## config.mk

```make
export PLATFORM = sky130hd
export DESIGN_NAME = fifo_ctrl_flat
export DESIGN_NICKNAME = d
export VERILOG_FILES = /design/src/rtl/fifo_ctrl_pkg.sv /design/src/rtl/fifo_ctrl_if.sv /design/src/rtl/fifo_ctrl_wrap_ctr.sv /design/src/rtl/fifo_ctrl.sv /design/src/flat_wrapper.sv
export SDC_FILE = /design/constraint.sdc
export NUM_CORES = 1
export LEC_CHECK = 0
export CELL_PAD_IN_SITES_DETAIL_PLACEMENT = 0
export CELL_PAD_IN_SITES_GLOBAL_PLACEMENT = 2
export CORE_MARGIN = 2
export CORE_UTILIZATION = 22
export DETAILED_ROUTE_END_ITERATION = 16
export PLACE_DENSITY = 0.92
export SLEW_MARGIN = 10
export SYNTH_ARGS = -nofsm -noshare
export SYNTH_HDL_FRONTEND = slang
export SYNTH_HIERARCHICAL = 1
export SYNTH_SLANG_ARGS = --single-unit
export TNS_END_PERCENT = 20
```

## constraint.sdc

```tcl
create_clock -name clk -period 5.25 [get_ports clk]
set_input_delay 1.3125 -clock clk [delete_from_list [all_inputs] [get_ports clk]]
set_output_delay 1.3125 -clock clk [all_outputs]
set_load 0.005 [all_outputs]
```

## src/rtl/fifo_ctrl_pkg.sv

```systemverilog
// Shared defaults and pointer arithmetic for the fifo_ctrl slice.
// Optional feature macro used by this slice: FIFO_CTRL_ALMOST_EN.
package fifo_ctrl_pkg;

    localparam int DEF_DATA_WIDTH = 8;
    localparam int DEF_DEPTH      = 16;

    // Modulo-depth increment with an explicit wrap, so non-power-of-two depths work.
    function automatic int ptr_next(input int p, input int depth);
        return (p == depth - 1) ? 0 : p + 1;
    endfunction

endpackage

```

## src/rtl/fifo_ctrl_if.sv

```systemverilog
// Write stream, read stream and memory-port bundle between fifo_ctrl and its neighbours.
// The controller takes the slave modport; producer/consumer/memory side takes master.
interface fifo_ctrl_if
    import fifo_ctrl_pkg::*;
#(
    parameter int DATA_WIDTH = DEF_DATA_WIDTH,
    parameter int ADDRSIZE   = $clog2(DEF_DEPTH)
);
    logic                  in_valid;
    logic                  in_ready;
    logic [DATA_WIDTH-1:0] in_data;
    logic                  out_valid;
    logic                  out_ready;
    logic [DATA_WIDTH-1:0] out_data;
    logic                  mem_wr_en;
    logic [ADDRSIZE-1:0]   mem_wr_addr;
    logic [DATA_WIDTH-1:0] mem_wr_data;
    logic                  mem_rd_en;
    logic [ADDRSIZE-1:0]   mem_rd_addr;
    logic [DATA_WIDTH-1:0] mem_rd_data;

    modport slave (
        input  in_valid, in_data, out_ready, mem_rd_data,
        output in_ready, out_valid, out_data,
               mem_wr_en, mem_wr_addr, mem_wr_data, mem_rd_en, mem_rd_addr
    );

    modport master (
        output in_valid, in_data, out_ready, mem_rd_data,
        input  in_ready, out_valid, out_data,
               mem_wr_en, mem_wr_addr, mem_wr_data, mem_rd_en, mem_rd_addr
    );

endinterface

```

## src/rtl/fifo_ctrl_wrap_ctr.sv

```systemverilog
// wrap_ctr: modulo-DEPTH counter with increment and synchronous clear,
// used for both the write and read pointers of fifo_ctrl.
module wrap_ctr
    import fifo_ctrl_pkg::*;
#(
    parameter int DEPTH = DEF_DEPTH,
    parameter int W     = $clog2(DEPTH)
) (
    input  logic         clk,
    input  logic         rst_n,
    input  logic         inc,
    input  logic         clr,
    output logic [W-1:0] q
);

    logic [W-1:0] q_nxt;

    assign q_nxt = W'(ptr_next(int'(q), DEPTH));

    always_ff @(posedge clk or negedge rst_n) begin
        if (!rst_n) begin
            q <= '0;
        end else if (clr) begin
            q <= '0;
        end else if (inc) begin
            q <= q_nxt;
        end
    end

endmodule

```

## src/rtl/fifo_ctrl.sv

```systemverilog
// fifo_ctrl: pointer/occupancy controller in front of an external mem_mod storage array.
// Define FIFO_CTRL_ALMOST_EN to add the registered almost_full output.
module fifo_ctrl
    import fifo_ctrl_pkg::*;
#(
    parameter int DATA_WIDTH = DEF_DATA_WIDTH,
    parameter int DEPTH      = DEF_DEPTH,
    parameter int ADDRSIZE   = $clog2(DEPTH),
    parameter int CNTSIZE    = $clog2(DEPTH + 1),
    parameter int AF_LEVEL   = DEPTH - 1
) (
    input  logic               clk,
    input  logic               rst_n,
    input  logic               flush,
    fifo_ctrl_if.slave         bus,
    output logic [CNTSIZE-1:0] count
`ifdef FIFO_CTRL_ALMOST_EN
    ,
    output logic               almost_full
`endif
);

    if (DEPTH < 2) begin : g_depth_chk
        $error("fifo_ctrl: DEPTH must be at least 2");
    end
    if (AF_LEVEL > DEPTH) begin : g_af_chk
        $error("fifo_ctrl: AF_LEVEL must not exceed DEPTH");
    end

    logic [ADDRSIZE-1:0] wr_ptr;
    logic [ADDRSIZE-1:0] rd_ptr;
    logic [CNTSIZE-1:0]  next_count;
    logic                full;
    logic                empty;
    logic                push;
    logic                pop;

    assign full  = (count == CNTSIZE'(DEPTH));
    assign empty = (count == '0);

    // rst_n is folded into the handshakes so they drop the instant reset asserts.
    assign bus.in_ready  = rst_n & ~full  & ~flush;
    assign bus.out_valid = rst_n & ~empty & ~flush;

    assign push = bus.in_valid  & bus.in_ready;
    assign pop  = bus.out_valid & bus.out_ready;

    assign bus.mem_wr_en   = push;
    assign bus.mem_wr_addr = wr_ptr;
    assign bus.mem_wr_data = bus.in_data;
    assign bus.mem_rd_en   = ~empty;
    assign bus.mem_rd_addr = rd_ptr;
    assign bus.out_data    = bus.mem_rd_data;

    wrap_ctr #(.DEPTH(DEPTH), .W(ADDRSIZE)) u_wr_ptr (
        .clk   (clk),
        .rst_n (rst_n),
        .inc   (push),
        .clr   (flush),
        .q     (wr_ptr)
    );

    wrap_ctr #(.DEPTH(DEPTH), .W(ADDRSIZE)) u_rd_ptr (
        .clk   (clk),
        .rst_n (rst_n),
        .inc   (pop),
        .clr   (flush),
        .q     (rd_ptr)
    );

    always_comb begin
        next_count = count;
        if (flush) begin
            next_count = '0;
        end else if (push && !pop) begin
            next_count = count + 1'b1;
        end else if (pop && !push) begin
            next_count = count - 1'b1;
        end
    end

    always_ff @(posedge clk or negedge rst_n) begin
        if (!rst_n) begin
            count <= '0;
        end else begin
            count <= next_count;
        end
    end

`ifdef FIFO_CTRL_ALMOST_EN
    always_ff @(posedge clk or negedge rst_n) begin
        if (!rst_n) begin
            almost_full <= 1'b0;
        end else begin
            almost_full <= ~flush & (next_count >= CNTSIZE'(AF_LEVEL));
        end
    end
`endif

endmodule
```

## src/flat_wrapper.sv

```systemverilog
// flat-port wrapper written by rule: the top's interface ports become plain ports
module fifo_ctrl_flat import fifo_ctrl_pkg::*;
#(
    parameter int DATA_WIDTH = DEF_DATA_WIDTH,
    parameter int DEPTH      = DEF_DEPTH,
    parameter int ADDRSIZE   = $clog2(DEPTH),
    parameter int CNTSIZE    = $clog2(DEPTH + 1),
    parameter int AF_LEVEL   = DEPTH - 1
)
  (clk, rst_n, flush, count, bus_in_valid, bus_in_data, bus_out_ready, bus_mem_rd_data, bus_in_ready, bus_out_valid, bus_out_data, bus_mem_wr_en, bus_mem_wr_addr, bus_mem_wr_data, bus_mem_rd_en, bus_mem_rd_addr);
  fifo_ctrl_if #(.DATA_WIDTH(DATA_WIDTH), .ADDRSIZE(ADDRSIZE)) bus_i ();
  input  logic clk;
  input  logic rst_n;
  input  logic flush;
  output logic [CNTSIZE-1:0] count;
  input wire logic [$bits(bus_i.in_valid)-1:0] bus_in_valid;
  input wire logic [$bits(bus_i.in_data)-1:0] bus_in_data;
  input wire logic [$bits(bus_i.out_ready)-1:0] bus_out_ready;
  input wire logic [$bits(bus_i.mem_rd_data)-1:0] bus_mem_rd_data;
  output wire logic [$bits(bus_i.in_ready)-1:0] bus_in_ready;
  output wire logic [$bits(bus_i.out_valid)-1:0] bus_out_valid;
  output wire logic [$bits(bus_i.out_data)-1:0] bus_out_data;
  output wire logic [$bits(bus_i.mem_wr_en)-1:0] bus_mem_wr_en;
  output wire logic [$bits(bus_i.mem_wr_addr)-1:0] bus_mem_wr_addr;
  output wire logic [$bits(bus_i.mem_wr_data)-1:0] bus_mem_wr_data;
  output wire logic [$bits(bus_i.mem_rd_en)-1:0] bus_mem_rd_en;
  output wire logic [$bits(bus_i.mem_rd_addr)-1:0] bus_mem_rd_addr;
  assign bus_i.in_valid = bus_in_valid;
  assign bus_i.in_data = bus_in_data;
  assign bus_i.out_ready = bus_out_ready;
  assign bus_i.mem_rd_data = bus_mem_rd_data;
  assign bus_in_ready = bus_i.in_ready;
  assign bus_out_valid = bus_i.out_valid;
  assign bus_out_data = bus_i.out_data;
  assign bus_mem_wr_en = bus_i.mem_wr_en;
  assign bus_mem_wr_addr = bus_i.mem_wr_addr;
  assign bus_mem_wr_data = bus_i.mem_wr_data;
  assign bus_mem_rd_en = bus_i.mem_rd_en;
  assign bus_mem_rd_addr = bus_i.mem_rd_addr;
  fifo_ctrl #(.DATA_WIDTH(DATA_WIDTH), .DEPTH(DEPTH), .ADDRSIZE(ADDRSIZE), .CNTSIZE(CNTSIZE), .AF_LEVEL(AF_LEVEL)) u_core (.clk(clk), .rst_n(rst_n), .flush(flush), .bus(bus_i), .count(count));
endmodule
```

==> key figures <==
GRT
  • Initial antenna violation count: 0
  • Total grt overflow: 0
  • Vias in the first global route: 789
  • First-pass GRT wire length: 3588 µm
  • Largest net degree at the start of global routing: 15
  • Gr usage total: 8.724%

Critical path
  • Crit-path most repeated cell: clkdlybuf4s50_1
  • Data arrival, critical path: 3170 ps
  • Worst setup EP type: primary output
  • Delay-heaviest family, CP: buffers and inverters
  • Critical Path RT: 3940 ps
  • Crit-path slowest cell: clkdlybuf4s50_1
  • Worst Setup Start Kind: input port
  • Internal reg-to-reg setup slack: 2330 ps
  • Crit path kind: input port to primary output
  • Worst-path fanout max: 14
  • CP Buf/Inv Count: 3
  • CP max stage delay: 560 ps
  • Worst path cell trace: clkdlybuf4s50_1 -> buf_4 -> nand2b_1 -> a21oi_1 -> and2_1 -> clkdlybuf4s50_1

Timing
  • Max Freq: 222.9 MHz
  • Hold WS: 590.8 ps
  • Worst-margin pin slew: 719.0 ps
  • Final Hold Vio Count: 0
  • Fin crit period: 4486 ps
  • Slew Limit Fails: 0
  • Rel. slew slack: 51.63%
  • Final worst-path cycle share: 85.45%
  • Worst Skew: 7.551 ps
  • Final setup viols: 0
  • Final setup TNS: 0 ps
  • RSZ-0062 raised after global routing: false

Die
  • Starting Density: 23.39%
  • Chip Width: 69.92 µm
  • DIE AREA: 0.004888 mm²
  • Core area: 0.004086 mm²
  • Rows: 23
  • Num ports: 54
  • Die height: 69.92 µm

CTS
  • CTS tree: built
  • Worst-path clk slew: 50 ps
  • Hold bufs inserted after CTS: 0
  • CTS sink count: 13
  • CTS H-tree lvls: 1
  • CTS root buffer: clkbuf_8
  • Num CTS Buffers: 3
  • CTS Buffer Depth: 2
  • Post-CTS setup buffers: 0
  • Worst skew pair latency: 240 ps
  • Resize count post-CTS: 0

Finish
  • # diodes: 0
  • Commonest non-fill, non-tap cell in the layout: clkdlybuf4s50_1
  • Most frequent cells in the layout: clkdlybuf4s50_1 (21), nand2_1 (13), dfrtp_1 (13)
  • Layout cells sized above 1: 7.965%
  • Final nets: 142
  • # fillers: 433
  • Synthesis-to-layout area growth: 22.25%
  • Final Core Density: 28.60%

Synth
  • Ys flop type: dfrtp_1
  • Cell Area, Synth: 955.9 µm²
  • Post-synth EDFFs: 0
  • Sequential share of the synthesized area: 34.03%
  • Cell count after synthesis: 102
  • Yosys cell types: 25
  • Post-synth top area cell: dfrtp_1
  • Syn_area_per_cell: 9.372 µm²
  • Synth Warn #: 6
  • Main area contributors after synthesis: dfrtp_1 (34%), buf_4 (13%), ha_1 (7.9%)
  • Syn Nets: 130
  • Synth Register Bits: 13
  • Area share of the largest cell type after synthesis: 34.03%
  • FFs w/ async S/R, synth: 100.0%

Drt
  • Vias: 754
  • Drt pass-1 iters: 4
  • DR WL/cell: 12.73 µm
  • Iter 0 DRT Violations: 39
  • Antenna-violating nets left: 0
  • Final wirelength: 2075 µm
  • DRC Markers: 0
  • Via density: 4.626

Outcome
  • Status: finished clean

Placed design
  • Port bufs: 21
  • Detailed placement HPWL: 1604 µm
  • RePlAce Congestion: 0.7449

Pwr
  • Cell Pwr Density: 243.5 mW/mm²
  • Post-layout power: 0.2845 mW
  • Maximum VDD drop: 0.00009230 V
  • Leak Pwr: 0.4581 nW

Worst hold path
  • Min-Delay Path Class: flip-flop to flip-flop

Run
  • Max Cap Violations: 0
==> Yosys cell counts (2+ instances only) <==
library cell,number
buf_4,16
ha_1,6
mux2i_1,6
dfrtp_1,13
and2_1,2
a31oi_1,3
nor2_1,10
xnor2_1,2
nand2_1,13
xor2_1,3
nand3_1,3
o21ai_0,3
a21oi_1,8
nor4_1,2
or3_1,2
==> final cells by class <==
cell class                 instances  area [µm²]  area share (%)
clock buffer                       4       45.04           3.854
inverter                           1       3.754          0.3212
multi-input combinational         72       506.7           43.36
sequential                        13       325.3           27.84
tap                               50       62.56           5.353
timing repair buffer              23       225.2           19.27
==> worst register-to-register path: stages, from the launching register on <==
cell and delay [ps]:
dfrtp_1 470, nor4_1 670, a21oi_1 180, and2_1 280, nand2_1 220, ha_1 310, a21oi_1 190, nand2_1 110
nor4_1 200, a31oi_1 70, o32ai_1 130
==> path summary, 6_finish.rpt <==
check	cells past startpoint	startpoint	to
worst max-delay path	6	flush	bus_mem_wr_en
worst min-delay path	2	u_core/u_rd_ptr/q[3]$_DFFE_PN0P_	u_core/u_rd_ptr/q[3]$_DFFE_PN0P_
worst max register to register	10	u_core/count[0]$_DFFE_PN0P_	u_core/count[4]$_DFFE_PN0P_
worst min register to register	2	u_core/u_rd_ptr/q[3]$_DFFE_PN0P_	u_core/u_rd_ptr/q[3]$_DFFE_PN0P_
max in group asynchronous	2	rst_n	u_core/u_rd_ptr/q[2]$_DFFE_PN0P_
min in group asynchronous	2	rst_n	u_core/count[3]$_DFFE_PN0P_
==> per-stage QoR <==
stage / instance area, µm² / cells / setup slack (ps)
after floorplan: 955.9 / 102 / 1974
after global placement: 1124 / 159 / 801.9
after detailed placement: 1124 / 159 / 772.6
after CTS: 1169 / 163 / 761.1
after global routing: 1169 / 163 / 649.2
final: 1169 / 163 / 763.6
==> report_power, final <==
part,total (mW),switching [mW],leakage (nW),internal [mW]
combinational,0.0837,0.0405,0.256,0.0431
sequential,0.114,0.00842,0.179,0.105
clock,0.0873,0.0339,0.0228,0.0534
total,0.285,0.0829,0.458,0.202
==> state kept, by name, indices dropped and copies added (netlist names) <==
register / flops
u_core/count: 5
u_core/u_rd_ptr/q: 4
u_core/u_wr_ptr/q: 4
==> cells by family (layout without fill, tap and decap cells) <==
| group | Yosys count | in the layout | share of synthesized area, % |
|---|---|---|---|
| AND/OR/NAND/NOR | 34 | 34 | 16.36 |
| AO/OA/AOI/OAI | 20 | 20 | 15.84 |
| buffers and inverters | 17 | 28 | 12.96 |
| flip-flops | 13 | 13 | 34.03 |
| adder cells (fa/ha/maj) | 7 | 7 | 9.948 |
| multiplexers | 6 | 6 | 6.283 |
| XOR/XNOR | 5 | 5 | 4.582 |
==> metal layers <==
metal	part of all wire, %	track usage, %	vias to the layer above
met5	0	0	-
met4	0.43	2.564	0
met3	7.3	2.165	4
met2	46	14.71	27
met1	46	10.99	356
li1	-	-	367
No activity file was read; power rests on OpenSTA's default activity.
